--- src/rtl/knight_cmd_seq_pkg.sv ---
// Shared constants for the Knight command path: command words, headings,
// response bytes and the sequencer state encoding.
package knight_cmd_seq_pkg;

    localparam logic [15:0] CAL_GYRO  = 16'h2000;
    localparam logic [7:0]  HDG_NORTH = 8'h00;
    localparam logic [7:0]  HDG_WEST  = 8'h3F;
    localparam logic [7:0]  HDG_SOUTH = 8'h7F;
    localparam logic [7:0]  HDG_EAST  = 8'hBF;

    localparam logic [7:0]  ACK_POS   = 8'hA5;
    localparam logic [7:0]  ACK_NEG   = 8'h5A;

    typedef enum logic [2:0] {
        IDLE,
        ISSUE,
        WAIT_SNT,
        WAIT_RESP,
        FINISH,
        FAULT
    } seq_state_t;

    function automatic logic is_busy(input seq_state_t s);
        return (s == ISSUE) || (s == WAIT_SNT) || (s == WAIT_RESP);
    endfunction

endpackage

--- src/rtl/knight_cmd_seq_cmd_fifo.sv ---
// Circular command FIFO with occupancy count and a synchronous flush.
// A write while full is still taken when a read frees a slot in the same cycle.
module cmd_fifo #(
    parameter int DEPTH  = 16,
    parameter int DATA_W = 16
) (
    input  logic                       clk,
    input  logic                       rst,
    input  logic                       wr,
    input  logic [DATA_W-1:0]          wr_data,
    input  logic                       rd,
    input  logic                       flush,
    output logic [DATA_W-1:0]          rd_data,
    output logic                       full,
    output logic                       empty,
    output logic [$clog2(DEPTH):0]     count
);

    localparam int AW = $clog2(DEPTH);
    localparam int CW = AW + 1;

    logic [DATA_W-1:0] mem [DEPTH];
    logic [AW-1:0]     wr_ptr;
    logic [AW-1:0]     rd_ptr;
    logic              rd_ok;
    logic              wr_ok;

    assign full    = (count == CW'(DEPTH));
    assign empty   = (count == '0);
    assign rd_ok   = rd && !empty;
    assign wr_ok   = wr && (!full || rd_ok);
    assign rd_data = mem[rd_ptr];

    always_ff @(posedge clk) begin
        if (rst || flush) begin
            wr_ptr <= '0;
            rd_ptr <= '0;
            count  <= '0;
        end else begin
            if (wr_ok) wr_ptr <= wr_ptr + AW'(1);
            if (rd_ok) rd_ptr <= rd_ptr + AW'(1);
            count <= count + CW'(wr_ok) - CW'(rd_ok);
        end
    end

    // Storage is data only; the pointers define what is valid.
    always_ff @(posedge clk) begin
        if (wr_ok) mem[wr_ptr] <= wr_data;
    end

endmodule

--- src/rtl/knight_cmd_seq.sv ---
// Issues queued Knight commands to RemoteComm one at a time, waiting for
// the response byte of each before sending the next.
module knight_cmd_seq
    import knight_cmd_seq_pkg::*;
#(
    parameter int         DEPTH = 16,
    parameter int         TMO_W = 24,
    parameter logic [7:0] ACK   = 8'hA5
) (
    input  logic                   clk,
    input  logic                   rst,
    input  logic                   wr,
    input  logic [15:0]            wr_cmd,
    output logic                   full,
    output logic                   empty,
    input  logic                   start,
    input  logic                   abort,
    output logic [15:0]            cmd,
    output logic                   snd_cmd,
    input  logic                   cmd_snt,
    input  logic                   resp_rdy,
    input  logic [7:0]             resp,
    output logic                   busy,
    output logic                   done,
    output logic                   err,
    output logic [$clog2(DEPTH):0] err_idx,
    output logic [$clog2(DEPTH):0] ack_cnt
);

    localparam int CW = $clog2(DEPTH) + 1;

    seq_state_t        state;
    seq_state_t        state_nxt;
    logic [15:0]       head;
    logic [CW-1:0]     fifo_count;
    logic [CW-1:0]     issue_cnt;
    logic [TMO_W-1:0]  tmo;
    logic              tmo_last;
    logic              abort_pend;
    logic              abort_eff;
    logic              pop;
    logic              flush;
    logic              run_start;
    logic              done_now;
    logic              ack_hit;
    logic              fail;
    logic              tmo_load;
    logic [15:0]       cmd_p1;
    logic              vld_p1;

    cmd_fifo #(
        .DEPTH  (DEPTH),
        .DATA_W (16)
    ) u_fifo (
        .clk     (clk),
        .rst     (rst),
        .wr      (wr),
        .wr_data (wr_cmd),
        .rd      (pop),
        .flush   (flush),
        .rd_data (head),
        .full    (full),
        .empty   (empty),
        .count   (fifo_count)
    );

    assign busy      = is_busy(state);
    assign abort_eff = abort || abort_pend;
    assign tmo_last  = (tmo == TMO_W'(1));
    assign cmd       = cmd_p1;
    assign snd_cmd   = vld_p1;

    always_comb begin
        state_nxt = state;
        pop       = 1'b0;
        flush     = abort;
        run_start = 1'b0;
        done_now  = 1'b0;
        ack_hit   = 1'b0;
        fail      = 1'b0;
        tmo_load  = 1'b0;
        case (state)
            IDLE: begin
                // An abort in the same cycle wins over start.
                if (start && !abort) begin
                    if (!empty) begin
                        state_nxt = ISSUE;
                        run_start = 1'b1;
                    end else begin
                        done_now  = 1'b1;
                    end
                end
            end
            ISSUE: begin
                pop       = (fifo_count != '0);
                state_nxt = WAIT_SNT;
            end
            WAIT_SNT: begin
                if (cmd_snt) begin
                    if (abort_eff) begin
                        state_nxt = IDLE;
                    end else begin
                        state_nxt = WAIT_RESP;
                        tmo_load  = 1'b1;
                    end
                end
            end
            WAIT_RESP: begin
                if (resp_rdy) begin
                    ack_hit = (resp == ACK);
                    if (abort_eff) begin
                        state_nxt = IDLE;
                    end else if (resp == ACK) begin
                        state_nxt = empty ? FINISH : ISSUE;
                    end else begin
                        state_nxt = FAULT;
                        fail      = 1'b1;
                    end
                end else if (tmo_last) begin
                    state_nxt = abort_eff ? IDLE : FAULT;
                    fail      = !abort_eff;
                end
            end
            FINISH: begin
                state_nxt = IDLE;
                done_now  = 1'b1;
            end
            FAULT: begin
                state_nxt = IDLE;
                flush     = 1'b1;
            end
            default: state_nxt = IDLE;
        endcase
    end

    always_ff @(posedge clk) begin
        if (rst) begin
            state <= IDLE;
        end else begin
            state <= state_nxt;
        end
    end

    // Stage p1: command word and send strobe registered out of ISSUE.
    always_ff @(posedge clk) begin
        if (rst) begin
            vld_p1 <= 1'b0;
            cmd_p1 <= 16'h0000;
        end else begin
            vld_p1 <= (state == ISSUE);
            if (state == ISSUE) cmd_p1 <= head;
        end
    end

    always_ff @(posedge clk) begin
        if (rst) begin
            done       <= 1'b0;
            err        <= 1'b0;
            err_idx    <= '0;
            ack_cnt    <= '0;
            issue_cnt  <= '0;
            abort_pend <= 1'b0;
            tmo        <= '0;
        end else begin
            if (run_start) begin
                done      <= 1'b0;
                err       <= 1'b0;
                err_idx   <= '0;
                ack_cnt   <= '0;
                issue_cnt <= '0;
            end
            if (done_now)        done      <= 1'b1;
            if (state == FAULT)  err       <= 1'b1;
            if (ack_hit)         ack_cnt   <= ack_cnt + CW'(1);
            if (state == ISSUE)  issue_cnt <= issue_cnt + CW'(1);
            // issue_cnt already counts the failing command, hence the -1.
            if (fail)            err_idx   <= issue_cnt - CW'(1);

            if (state_nxt == IDLE)              abort_pend <= 1'b0;
            else if (abort && is_busy(state))   abort_pend <= 1'b1;

            if (tmo_load)                tmo <= '1;
            else if (state == WAIT_RESP) tmo <= tmo - TMO_W'(1);
        end
    end

endmodule

--- config.mk ---
export PLATFORM = sky130hd
export DESIGN_NAME = knight_cmd_seq
export DESIGN_NICKNAME = d
export VERILOG_FILES = /design/src/rtl/knight_cmd_seq_pkg.sv /design/src/rtl/knight_cmd_seq_cmd_fifo.sv /design/src/rtl/knight_cmd_seq.sv
export SDC_FILE = /design/constraint.sdc
export NUM_CORES = 1
export LEC_CHECK = 0
export ABC_AREA = 1
export CORE_ASPECT_RATIO = 0.8
export CORE_MARGIN = 10
export CORE_UTILIZATION = 50
export DETAILED_ROUTE_END_ITERATION = 12
export PLACE_DENSITY = 0.68
export SYNTH_ARGS = -nofsm -noshare
export SYNTH_HDL_FRONTEND = slang
export SYNTH_SLANG_ARGS = --single-unit
--- constraint.sdc ---
create_clock -name clk -period 2.96 [get_ports clk]
set_input_delay 0.444 -clock clk [delete_from_list [all_inputs] [get_ports clk]]
set_output_delay 0.444 -clock clk [all_outputs]
set_load 0.01 [all_outputs]
**Word-level counts from Yosys, hierarchy flattened**

Memories as Yosys holds them, arrays and structs flattened. A register that Yosys moved wholly into a read port is not among the register bits.
Cells that the tools add are included.

- $add $sub $neg: 8
- Equality and inequality tests: 8
- Mux-type cells: 40
- Reduce and logical (&&, ||, !) cells: 24

Operators with widths:

| cell | count |
|---|---|
| 24-bit 2-to-1 mux | 2 |
| 3-bit 2-to-1 mux | 9 |
| 24-bit by 1-bit equality test with 1-bit output, second input constant | 1 |
| 24-bit by 1-bit subtractor with 24-bit output, second input constant | 1 |
| 1-bit 2-to-1 mux | 22 |
| 5-bit 2-to-1 mux | 4 |
| 3-bit case mux with 4 select lines | 1 |
| 2-bit nonzero test | 6 |
| 5-bit by 1-bit adder with 5-bit output, second input constant | 2 |
| 4-bit by 1-bit adder with 4-bit output, second input constant | 2 |
| 8-bit equality test, second input constant | 1 |
| 3-bit by 2-bit equality test with 1-bit output, second input constant | 2 |
| 3-bit equality test, second input constant | 2 |
| 3-bit zero test | 2 |
| 5-bit by 1-bit adder with 5-bit output | 1 |
| 5-bit equality test, second input constant | 1 |
| 5-bit zero test | 1 |
| 1-bit logical OR | 5 |
| 5-bit nonzero test | 1 |
| 5-bit by 1-bit subtractor with 5-bit output | 1 |
| 5-bit by 1-bit subtractor with 5-bit output, second input constant | 1 |
| 1-bit logical AND | 4 |
| 1-bit zero test | 4 |
| 3-bit by 1-bit equality test with 1-bit output, second input constant | 1 |
| other kinds (3) | 3 |

- Flip-flop bits (word level): 59
- RAM bits: 256
- Input port bits: 31
- Output and inout port bits: 32
- Word-level logic and storage cells: 93
- Memories: 1

Memories:

| name | depth | width | read ports | clocked after memory_dff | wr ports | RTL line | source |
|---|---|---|---|---|---|---|---|
| u_fifo.mem | 16 | 16 | 1 | 1 | 1 | knight_cmd_seq_cmd_fifo.sv:22 | `logic [DATA_W-1:0] mem [DEPTH];` |

**Depth between registers and ports, before layout**

Gate-level depths: netlist of run 1.

- Depth in word-level cells: 8
- Gate-level depth with buffers: 17
- Mapped depth without buffers: 17

**Modules after synthesis**

From an unflattened synthesis of run 1, not the netlist that was laid out.

- Cells, all modules: 1,625
- Area, all modules: 14,994.4 µm²

Modules (own cells, without submodules):

| module | instances | cells each | area an instance (µm²) | seq. area each (µm²) |
|---|---|---|---|---|
| cmd_fifo | 1 | 1,166 | 11,903.9 | 8,027.7 |
| knight_cmd_seq | 1 | 459 | 3,090.5 | 1,241.2 |

**Worst setup path after synthesis of run 1**

Ideal clock, no wire load.

- Path kind: reg-to-reg
- Start: register u_fifo.count[3]
- End: register u_fifo.count[4]
- Library setup time: 113 ps
- Data arrival time: 2,368 ps
- Required time: 2,847 ps
- Path slack: 480 ps
- Stages on the path, launching flop included: 18
- Buffers on the path: 0
- Clock period less this slack: 2,480 ps
- Cells stage by stage: dfxtp_1 -> inv_1 -> ha_1 -> nand3_1 -> nor2_2 -> inv_1 -> nand2_1 -> inv_1 -> ha_1 -> inv_1 -> ha_1 -> fa_1 -> nand2_1 -> nand2_1 -> a21oi_1 -> nand2_1 -> nand2_1 -> nor2_1

- Word-level cells in the longest chain between the ends: 7
- Elaborated cells on any way between the ends: 11
- Those cells by class: add/sub: 2; eq/ne: 1; mux: 1; reduce/logical: 7

RTL lines:

| element | RTL line | source |
|---|---|---|
| from (decl) | knight_cmd_seq_cmd_fifo.sv:16 | `output logic [$clog2(DEPTH):0] count` |
| from (signal assigned) | knight_cmd_seq_cmd_fifo.sv:42 | `count <= count + CW'(wr_ok) - CW'(rd_ok);` |
| 5-bit zero test (*) | knight_cmd_seq_cmd_fifo.sv:29 | `assign empty = (count == '0);` |
| net empty | knight_cmd_seq.sv:15 | `output logic empty,` |
| 1-bit zero test (*) | knight_cmd_seq_cmd_fifo.sv:30 | `assign rd_ok = rd && !empty;` |
| 1-bit logical AND (*) | knight_cmd_seq_cmd_fifo.sv:30 |  |
| net u_fifo.rd_ok | knight_cmd_seq_cmd_fifo.sv:25 | `logic rd_ok;` |
| 1-bit logical OR | knight_cmd_seq_cmd_fifo.sv:31 | `assign wr_ok = wr && (!full \|\| rd_ok);` |
| 1-bit logical AND | knight_cmd_seq_cmd_fifo.sv:31 |  |
| 5-bit by 1-bit adder with 5-bit output | knight_cmd_seq_cmd_fifo.sv:42 |  |
| 5-bit by 1-bit subtractor with 5-bit output (*) | knight_cmd_seq_cmd_fifo.sv:42 |  |

The timed path passes the listed nets; every way through them passes the cells marked *.
A chain may end at the register's enable or synchronous reset.

**Final worst setup path of run 1**

- Start: register u_fifo.count[3]
- End: register u_fifo.count[4]

- Word-level cells in the longest chain between the ends: 7
- Elaborated cells on any way between the ends: 11
- Those cells by class: add/sub: 2; eq/ne: 1; mux: 1; reduce/logical: 7

RTL lines:

| element | RTL line |
|---|---|
| 5-bit nonzero test or 5-bit zero test (tied branches) | knight_cmd_seq.sv:95, knight_cmd_seq_cmd_fifo.sv:29 |
| 1-bit 2-to-1 mux or 1-bit zero test (tied branches) | knight_cmd_seq.sv:82, knight_cmd_seq_cmd_fifo.sv:30 |
| 1-bit logical AND (*) | knight_cmd_seq_cmd_fifo.sv:30 |
| net u_fifo.rd_ok | knight_cmd_seq_cmd_fifo.sv:25 |
| 1-bit logical OR | knight_cmd_seq_cmd_fifo.sv:31 |
| 1-bit logical AND | knight_cmd_seq_cmd_fifo.sv:31 |
| 5-bit by 1-bit adder with 5-bit output | knight_cmd_seq_cmd_fifo.sv:42 |
| 5-bit by 1-bit subtractor with 5-bit output (*) | knight_cmd_seq_cmd_fifo.sv:42 |

Marks and branches as above.

==> impl_metrics.env, run 1 <==
export IMPL_run_status="completed"
export IMPL_remaining_drc_errors=0
export IMPL_post_route_period_util_pct=90.0
export IMPL_worst_setup_path_type="flop to flop"
export IMPL_wl_um=34800
export IMPL_ctsRootBufferMaster="sky130_fd_sc_hd__clkbuf_16"
export IMPL_grt_max_degree=131
export IMPL_die_width_um=207
export IMPL_ctsHoldBuffers=0
export IMPL_dpl_hpwl_um=21500
export IMPL_worst_slew_pin_transition_ps=874
export IMPL_syn_num_nets=1371
export IMPL_ys_ff_latch=331
export IMPL_synth_seq_area_share_pct=65.6
export IMPL_p_sw_share_pct=21.5
export IMPL_power_report_internal_total_w=0.00757
export IMPL_clkTransAtPathRegs_ps=60
export IMPL_routabilityCongestion=0.892
export IMPL_switchingPower_w=0.00208
export IMPL_postSynth_topFlopCell="sky130_fd_sc_hd__edfxtp_1"
export IMPL_post_cts_resized_instances=0
export IMPL_worst_ep_arrival_time_ps=3080
export IMPL_layout_area_overhead_vs_synth_pct=15.2
export IMPL_worstSkewPairLatency_ps=520
export IMPL_critical_path_startpoint_category="flop"
export IMPL_fmaxAchievable_mhz=375
export IMPL_total_leakage_power_nw=5.92
export IMPL_initial_core_util_pct=51.1
export IMPL_total_via_count_in_the_routed_design=9972
export IMPL_vdd_ir_drop_max_mv=0.541
export IMPL_synth_async_reset_ratio_pct=0
export IMPL_worst_clock_skew_ps=21.0
export IMPL_cts_sinks=331
export IMPL_synth_edff_count=256
export IMPL_worst_setup_path_end_kind="flop"
export IMPL_setup_violations=0
export IMPL_initial_antenna_violation_count=0
export IMPL_fin_setup_tns_ps=0
export IMPL_path_type_of_the_worst_min_delay_path="flop to flop"
export IMPL_syn_area_per_cell_sq_um=10.6
export IMPL_filler_cell_count=2299
export IMPL_yosys_warnings=0
export IMPL_post_cts_repair_setup_buffers=0
export IMPL_portBuffers=62
export IMPL_post_drt_wl_per_cell_um=19.6
export IMPL_number_of_buffers_created_by_cts=35
export IMPL_cts_buffer_depth=3
export IMPL_seq_power_share_pct=52.6
export IMPL_post_route_cells_drive_above_1_share_pct=8.61
export IMPL_clock_power_share_pct=43.4
export IMPL_slew_headroom_pct=41.6
export IMPL_gr_overflow_total=0
export IMPL_post_synth_inst_count=1323
export IMPL_hold_viol=0
export IMPL_die_area_sq_um=35200
export IMPL_wire_length_of_the_first_global_routing_pass_um=54600
export IMPL_globalRouteTotalUtil_pct=19.4
export IMPL_worst_endpoint_required_ps=3380
export IMPL_totalPowerFinal_w=0.00965
export IMPL_pwr_density_cell_nw_per_um2=598
export IMPL_drtPass1Iterations=6
export IMPL_h_tree_depth=2
export IMPL_first_iter_violations=1195
export IMPL_antenna_cells_inserted=0
export IMPL_io_pin_count=63
export IMPL_vias_per_cell=5.60
export IMPL_cp_max_fo=5
export IMPL_nets=1438
export IMPL_proportion_of_power_drawn_by_combinational_gates_pct=4.0
export IMPL_tritoncts="done"
export IMPL_vias_in_the_first_global_route=9476
export IMPL_syn_area_sq_um=14000
export IMPL_ant_nets=0
export IMPL_core_area_sq_um=27400
export IMPL_maxCapViolations=0
export IMPL_finalMaxSlewViolations=0
export IMPL_timing_final_crit_period_ps=2660
export IMPL_unrepaired_setup_endpoints_after_global_routing="false"
export IMPL_rows=54
export IMPL_chipHeight_um=170
export IMPL_post_synthesis_cell_type_count=40
-- cells in the mapped netlist, types with 2 or more instances --
library cell	n	area share [%]
sky130_fd_sc_hd__nor2_1	287	7.7
sky130_fd_sc_hd__edfxtp_1	256	55
sky130_fd_sc_hd__o21ai_0	119	4.3
sky130_fd_sc_hd__nand3_1	103	3.7
sky130_fd_sc_hd__nand2_1	98	2.6
sky130_fd_sc_hd__inv_1	96	2.6
sky130_fd_sc_hd__dfxtp_1	75	11
sky130_fd_sc_hd__o211ai_1	67	3.6
sky130_fd_sc_hd__o21ai_1	48	1.7
sky130_fd_sc_hd__a21oi_1	35	1.3
sky130_fd_sc_hd__clkbuf_1	21	0.56
sky130_fd_sc_hd__buf_2	19	0.68
sky130_fd_sc_hd__ha_1	16	1.4
sky130_fd_sc_hd__nand4_1	14	0.63
sky130_fd_sc_hd__buf_4	13	0.70
sky130_fd_sc_hd__buf_6	10	0.80
sky130_fd_sc_hd__inv_2	6	0.16
sky130_fd_sc_hd__nor3_1	5	0.18
sky130_fd_sc_hd__a31oi_1	3	0.13
sky130_fd_sc_hd__buf_1	3	0.080
sky130_fd_sc_hd__nor2_2	3	0.13
sky130_fd_sc_hd__xor2_1	3	0.19
sky130_fd_sc_hd__clkinv_1	2	0.054
sky130_fd_sc_hd__nand2_2	2	0.089
sky130_fd_sc_hd__nor3_2	2	0.14
sky130_fd_sc_hd__o31ai_1	2	0.11
sky130_fd_sc_hd__or2_1	2	0.089
-- state kept, by name, summed over array words and instances, names as in the netlist --
name / flops
cmd: 16
abort_pend: 1
u_fifo.mem: 256
done: 1
ack_cnt: 5
err: 1
issue_cnt: 5
u_fifo.rd_ptr: 4
u_fifo.wr_ptr: 4
tmo: 24
err_idx: 5
u_fifo.count: 5
state: 3
snd_cmd: 1
-- cells in the final DEF (no fill, tap or decap), types with 3 or more instances in the layout --
cell,n
sky130_fd_sc_hd__o21ai_1,48
sky130_fd_sc_hd__nor3_1,5
sky130_fd_sc_hd__clkbuf_16,36
sky130_fd_sc_hd__nor2_1,271
sky130_fd_sc_hd__dfxtp_1,74
sky130_fd_sc_hd__nor2_2,19
sky130_fd_sc_hd__xor2_1,3
sky130_fd_sc_hd__a21oi_1,35
sky130_fd_sc_hd__ha_1,16
sky130_fd_sc_hd__buf_12,4
sky130_fd_sc_hd__inv_2,5
sky130_fd_sc_hd__buf_4,31
sky130_fd_sc_hd__clkinv_4,3
sky130_fd_sc_hd__clkdlybuf4s50_1,62
sky130_fd_sc_hd__edfxtp_1,256
sky130_fd_sc_hd__clkinv_1,8
sky130_fd_sc_hd__o21ai_0,119
sky130_fd_sc_hd__clkinv_2,6
sky130_fd_sc_hd__inv_6,3
sky130_fd_sc_hd__clkbuf_1,7
sky130_fd_sc_hd__nand4_1,14
sky130_fd_sc_hd__nand2_1,98
sky130_fd_sc_hd__inv_1,96
sky130_fd_sc_hd__nand3_1,103
sky130_fd_sc_hd__o211ai_1,67
sky130_fd_sc_hd__a31oi_1,3
-- metrics by stage --
step	hold slack, ps	area (sq um)	setup slack (ps)	cells	util [%]
final	471	16100	297	1781	58.8
after global routing	509	16100	39.6	1781	58.8
after CTS	465	16100	309	1781	58.8
after detailed placement	456	15000	319	1717	54.8
after global placement	455	15000	372	1717	54.8
after floorplan	466	14000	480	1323	-
-- worst paths after layout --
| path | cells past startpoint | slack (ps) | endpoint | from |
|---|---|---|---|---|
| max | 17 | 300 | u_fifo.count[4] | u_fifo.count[3] |
| min | 2 | 470 | err | err |
| max reg2reg | 17 | 300 | u_fifo.count[4] | u_fifo.count[3] |
| min reg2reg | 2 | 470 | err | err |
-- critical path: stages, from the launching register on --
cell and delay, ps:
sky130_fd_sc_hd__dfxtp_1 330, sky130_fd_sc_hd__inv_1 70, sky130_fd_sc_hd__ha_1 130, sky130_fd_sc_hd__nand3_1 100, sky130_fd_sc_hd__nor2_2 160, sky130_fd_sc_hd__inv_1 100, sky130_fd_sc_hd__nand2_1 140, sky130_fd_sc_hd__inv_1 110
sky130_fd_sc_hd__ha_1 290, sky130_fd_sc_hd__inv_1 40, sky130_fd_sc_hd__ha_1 210, sky130_fd_sc_hd__fa_1 390, sky130_fd_sc_hd__nand2_1 90, sky130_fd_sc_hd__nand2_1 50, sky130_fd_sc_hd__a21oi_1 170, sky130_fd_sc_hd__nand2_1 80
sky130_fd_sc_hd__nand2_1 60, sky130_fd_sc_hd__nor2_1 40
-- logic make-up after synthesis --
group | after synthesis | share of synthesized area (%)
and+or+nand+nor | 524 | 15.8
DFF | 331 | 65.6
AOI/OAI and AO/OA | 275 | 11.1
buffers and inverters | 172 | 5.69
adders and majority gates | 17 | 1.57
xor gates and xnor gates | 4 | 0.250
-- cell type report --
type | instances | area (sq um) | share of cell area [%]
Timing Repair Buffer | 97 | 933 | 5.78
Sequential cell | 331 | 9190 | 57.0
Tap cell | 364 | 455 | 2.82
Clock buffer | 45 | 955 | 5.92
Multi-Input combinational cell | 820 | 4060 | 25.2
Inverter | 105 | 398 | 2.47
Clock inverter | 19 | 138 | 0.853
-- power by group through the flow --
stage	clock [W]	sequential (W)	combinational [W]
6_report	0.00419	0.00508	0.000388
5_1_grt	0.00444	0.00508	0.000427
4_1_cts	0.00425	0.00507	0.000387
3_5_place_dp	0	0.00517	0.000386
3_3_place_gp	0	0.00517	0.000379
2_1_floorplan	0	0.00517	0.000185
-- layer usage --
layer,vias up,GRT usage [%],wire length (um),share of wire [%]
met5,-,0,0,0
met4,0,4.94,609,1.7
met3,49,3.26,2670,7.7
met2,372,29.7,15600,45
met1,4792,28.0,16000,46
li1,4759,-,-,-
No activity file was read; power rests on OpenSTA's default activity.
==> inputs of run 2 (changes only) <==
SETUP_SLACK_MARGIN = 0.1   (was not set)
==> impl_metrics.env, run 2 (synthesis gave the netlist of run 1 again) <==
export IMPL_setup_ws_ps=348
export IMPL_cp_max_fo=5
export IMPL_die_width_um=207
export IMPL_globalRouteTotalUtil_pct=19.4
export IMPL_grt_max_degree=131
export IMPL_wire_length_of_the_first_global_routing_pass_um=54600
export IMPL_maxUsedRoutingLayer="met4"
export IMPL_hold_ws_ps=471
export IMPL_vias_in_the_first_global_route=9476
export IMPL_post_drt_wl_per_cell_um=19.6
export IMPL_routed_wl_met3_um=2640
export IMPL_largest_register_ffs=256
export IMPL_worst_clock_skew_ps=21.8
export IMPL_routabilityCongestion=0.892
export IMPL_initial_core_util_pct=51.1
export IMPL_cts_sinks=331
export IMPL_timing_reg2reg_setup_slack_ps=350
export IMPL_slew_headroom_pct=44.3
export IMPL_ant_nets=0
export IMPL_hold_viol=0
export IMPL_initial_antenna_violation_count=0
export IMPL_worst_setup_path_end_kind="flop"
export IMPL_vias_per_cell=5.62
export IMPL_holdPathStages=2
export IMPL_number_of_buffers_created_by_cts=35
export IMPL_wl_um=34900
export IMPL_worst_ep_arrival_time_ps=3030
export IMPL_layout_cells_most_common="sky130_fd_sc_hd__nor2_1"
export IMPL_nets=1438
export IMPL_unrepaired_setup_endpoints_after_global_routing="false"
export IMPL_ctsRootBufferMaster="sky130_fd_sc_hd__clkbuf_16"
export IMPL_fin_setup_tns_ps=0
export IMPL_timing_final_crit_period_ps=2610
export IMPL_hold_path_startpoint="err"
export IMPL_path_type_of_the_worst_min_delay_path="flop to flop"
export IMPL_met1Wirelength_um=16000
export IMPL_worstSkewPairLatency_ps=520
export IMPL_fmaxAchievable_mhz=383
export IMPL_cts_buffer_depth=3
export IMPL_rows=54
export IMPL_critical_path_startpoint_category="flop"
export IMPL_total_via_count_in_the_routed_design=10003
export IMPL_pre_cts_slack_ps=319
export IMPL_layout_area_overhead_vs_synth_pct=15.2
export IMPL_gr_overflow_total=0
export IMPL_post_route_period_util_pct=88.2
export IMPL_maxCapViolations=0
export IMPL_worst_setup_path_type="flop to flop"
export IMPL_dpl_instance_area_sq_um=15000
export IMPL_clkTransAtPathRegs_ps=60
export IMPL_worst_hold_path_endpoint="err"
export IMPL_worstRegToRegCells=17
export IMPL_post_cts_repair_setup_buffers=0
export IMPL_chipHeight_um=170
export IMPL_run_status="completed"
export IMPL_tritoncts="done"
export IMPL_reg2reg_to="u_fifo.count[4]"
export IMPL_h_tree_depth=2
export IMPL_pwr_density_cell_nw_per_um2=598
export IMPL_portBuffers=62
export IMPL_regMostFlops="u_fifo.mem"
export IMPL_remaining_drc_errors=0
export IMPL_final_cell_mix="271 x sky130_fd_sc_hd__nor2_1, 256 x sky130_fd_sc_hd__edfxtp_1, 119 x sky130_fd_sc_hd__o21ai_0, 103 x sky130_fd_sc_hd__nand3_1, 97 x sky130_fd_sc_hd__nand2_1"
export IMPL_dpl_hpwl_um=21500
export IMPL_total_leakage_power_nw=5.92
export IMPL_post_route_cells_drive_above_1_share_pct=8.75
export IMPL_drtPass1Iterations=6
export IMPL_post_route_cell_area_sq_um=16100
export IMPL_first_iter_violations=1129
export IMPL_worst_slew_pin_transition_ps=833
export IMPL_core_area_sq_um=27400
export IMPL_finalMaxSlewViolations=0
export IMPL_worst_endpoint_required_ps=3380
export IMPL_vdd_ir_drop_max_mv=0.541
export IMPL_io_pin_count=63
export IMPL_setup_violations=0
export IMPL_antenna_cells_inserted=0
export IMPL_worst_r2r_startpoint="u_fifo.count[3]"
export IMPL_die_area_sq_um=35200
export IMPL_dr_wl_met2_um=15700
==> run 2: cell count changes in the layout (fill, tap and decap cells not counted) <==
cell	previous run	this run
sky130_fd_sc_hd__a21oi_1	35	34
sky130_fd_sc_hd__a21oi_2	0	1
sky130_fd_sc_hd__nand2_1	98	97
sky130_fd_sc_hd__nand2_2	2	3
==> run 2: area by class of cell <==
class                   count  area (sq um)
flip-flops and latches    331          9190
inverters                 105           398
multi-input cells         820          4070
clock buffers              45           955
well taps                 364           455
repair buffers             97           933
fillers                  2297         11300
clock inverters            19           138
==> run 2: power by group <==
group / leakage (nW) / switching [W] / internal (W)
logic: 2.47 / 0.000256 / 0.000135
registers: 2.92 / 0.0000233 / 0.00505
clock network: 0.535 / 0.00180 / 0.00239
==> run 2: per-stage QoR <==
stage / total power, W / std cells / utilization, %
after floorplan: 0.00536 / 1323 / -
after global placement: 0.00555 / 1717 / 54.8
after detailed placement: 0.00556 / 1717 / 54.8
after CTS: 0.00971 / 1781 / 58.8
after global routing: 0.00995 / 1781 / 58.8
final: 0.00965 / 1781 / 58.8
==> run 2: worst max path at each step <==
| stage | cells past startpoint | endpoint | startpoint | slack (ps) |
|---|---|---|---|---|
| after floorplan | 17 | u_fifo.count[4] | u_fifo.count[3] | 480 |
| after global placement | 17 | u_fifo.count[4] | u_fifo.count[3] | 370 |
| after detailed placement | 17 | u_fifo.count[4] | u_fifo.count[2] | 320 |
| after CTS | 17 | u_fifo.count[4] | u_fifo.count[2] | 310 |
| after global routing | 17 | u_fifo.count[4] | u_fifo.count[3] | 110 |
| final | 17 | u_fifo.count[4] | u_fifo.count[3] | 350 |
==> run 2: timing repair <==
item | CTS | global route
hold buffers | 0 | 0
hold endpoints to repair | 0 | 0
endpoints found under the setup margin | 0 | 1
resized for setup | 0 | 2
==> run 2: critical path, stage by stage (launching register included) <==
cell and delay (ps):
sky130_fd_sc_hd__dfxtp_1 330, sky130_fd_sc_hd__inv_1 70, sky130_fd_sc_hd__ha_1 130, sky130_fd_sc_hd__nand3_1 100
sky130_fd_sc_hd__nor2_2 180, sky130_fd_sc_hd__inv_1 110, sky130_fd_sc_hd__nand2_2 110, sky130_fd_sc_hd__inv_1 90
sky130_fd_sc_hd__ha_1 280, sky130_fd_sc_hd__inv_1 40, sky130_fd_sc_hd__ha_1 210, sky130_fd_sc_hd__fa_1 390
sky130_fd_sc_hd__nand2_1 90, sky130_fd_sc_hd__nand2_1 60, sky130_fd_sc_hd__a21oi_2 140, sky130_fd_sc_hd__nand2_1 70
sky130_fd_sc_hd__nand2_1 60, sky130_fd_sc_hd__nor2_1 40
==> run 2: layer usage <==
layer,GRT usage (%),vias up
li1,-,4762
met1,28.0,4808
met2,29.7,381
met3,3.26,52
met4,4.94,0
met5,0,-
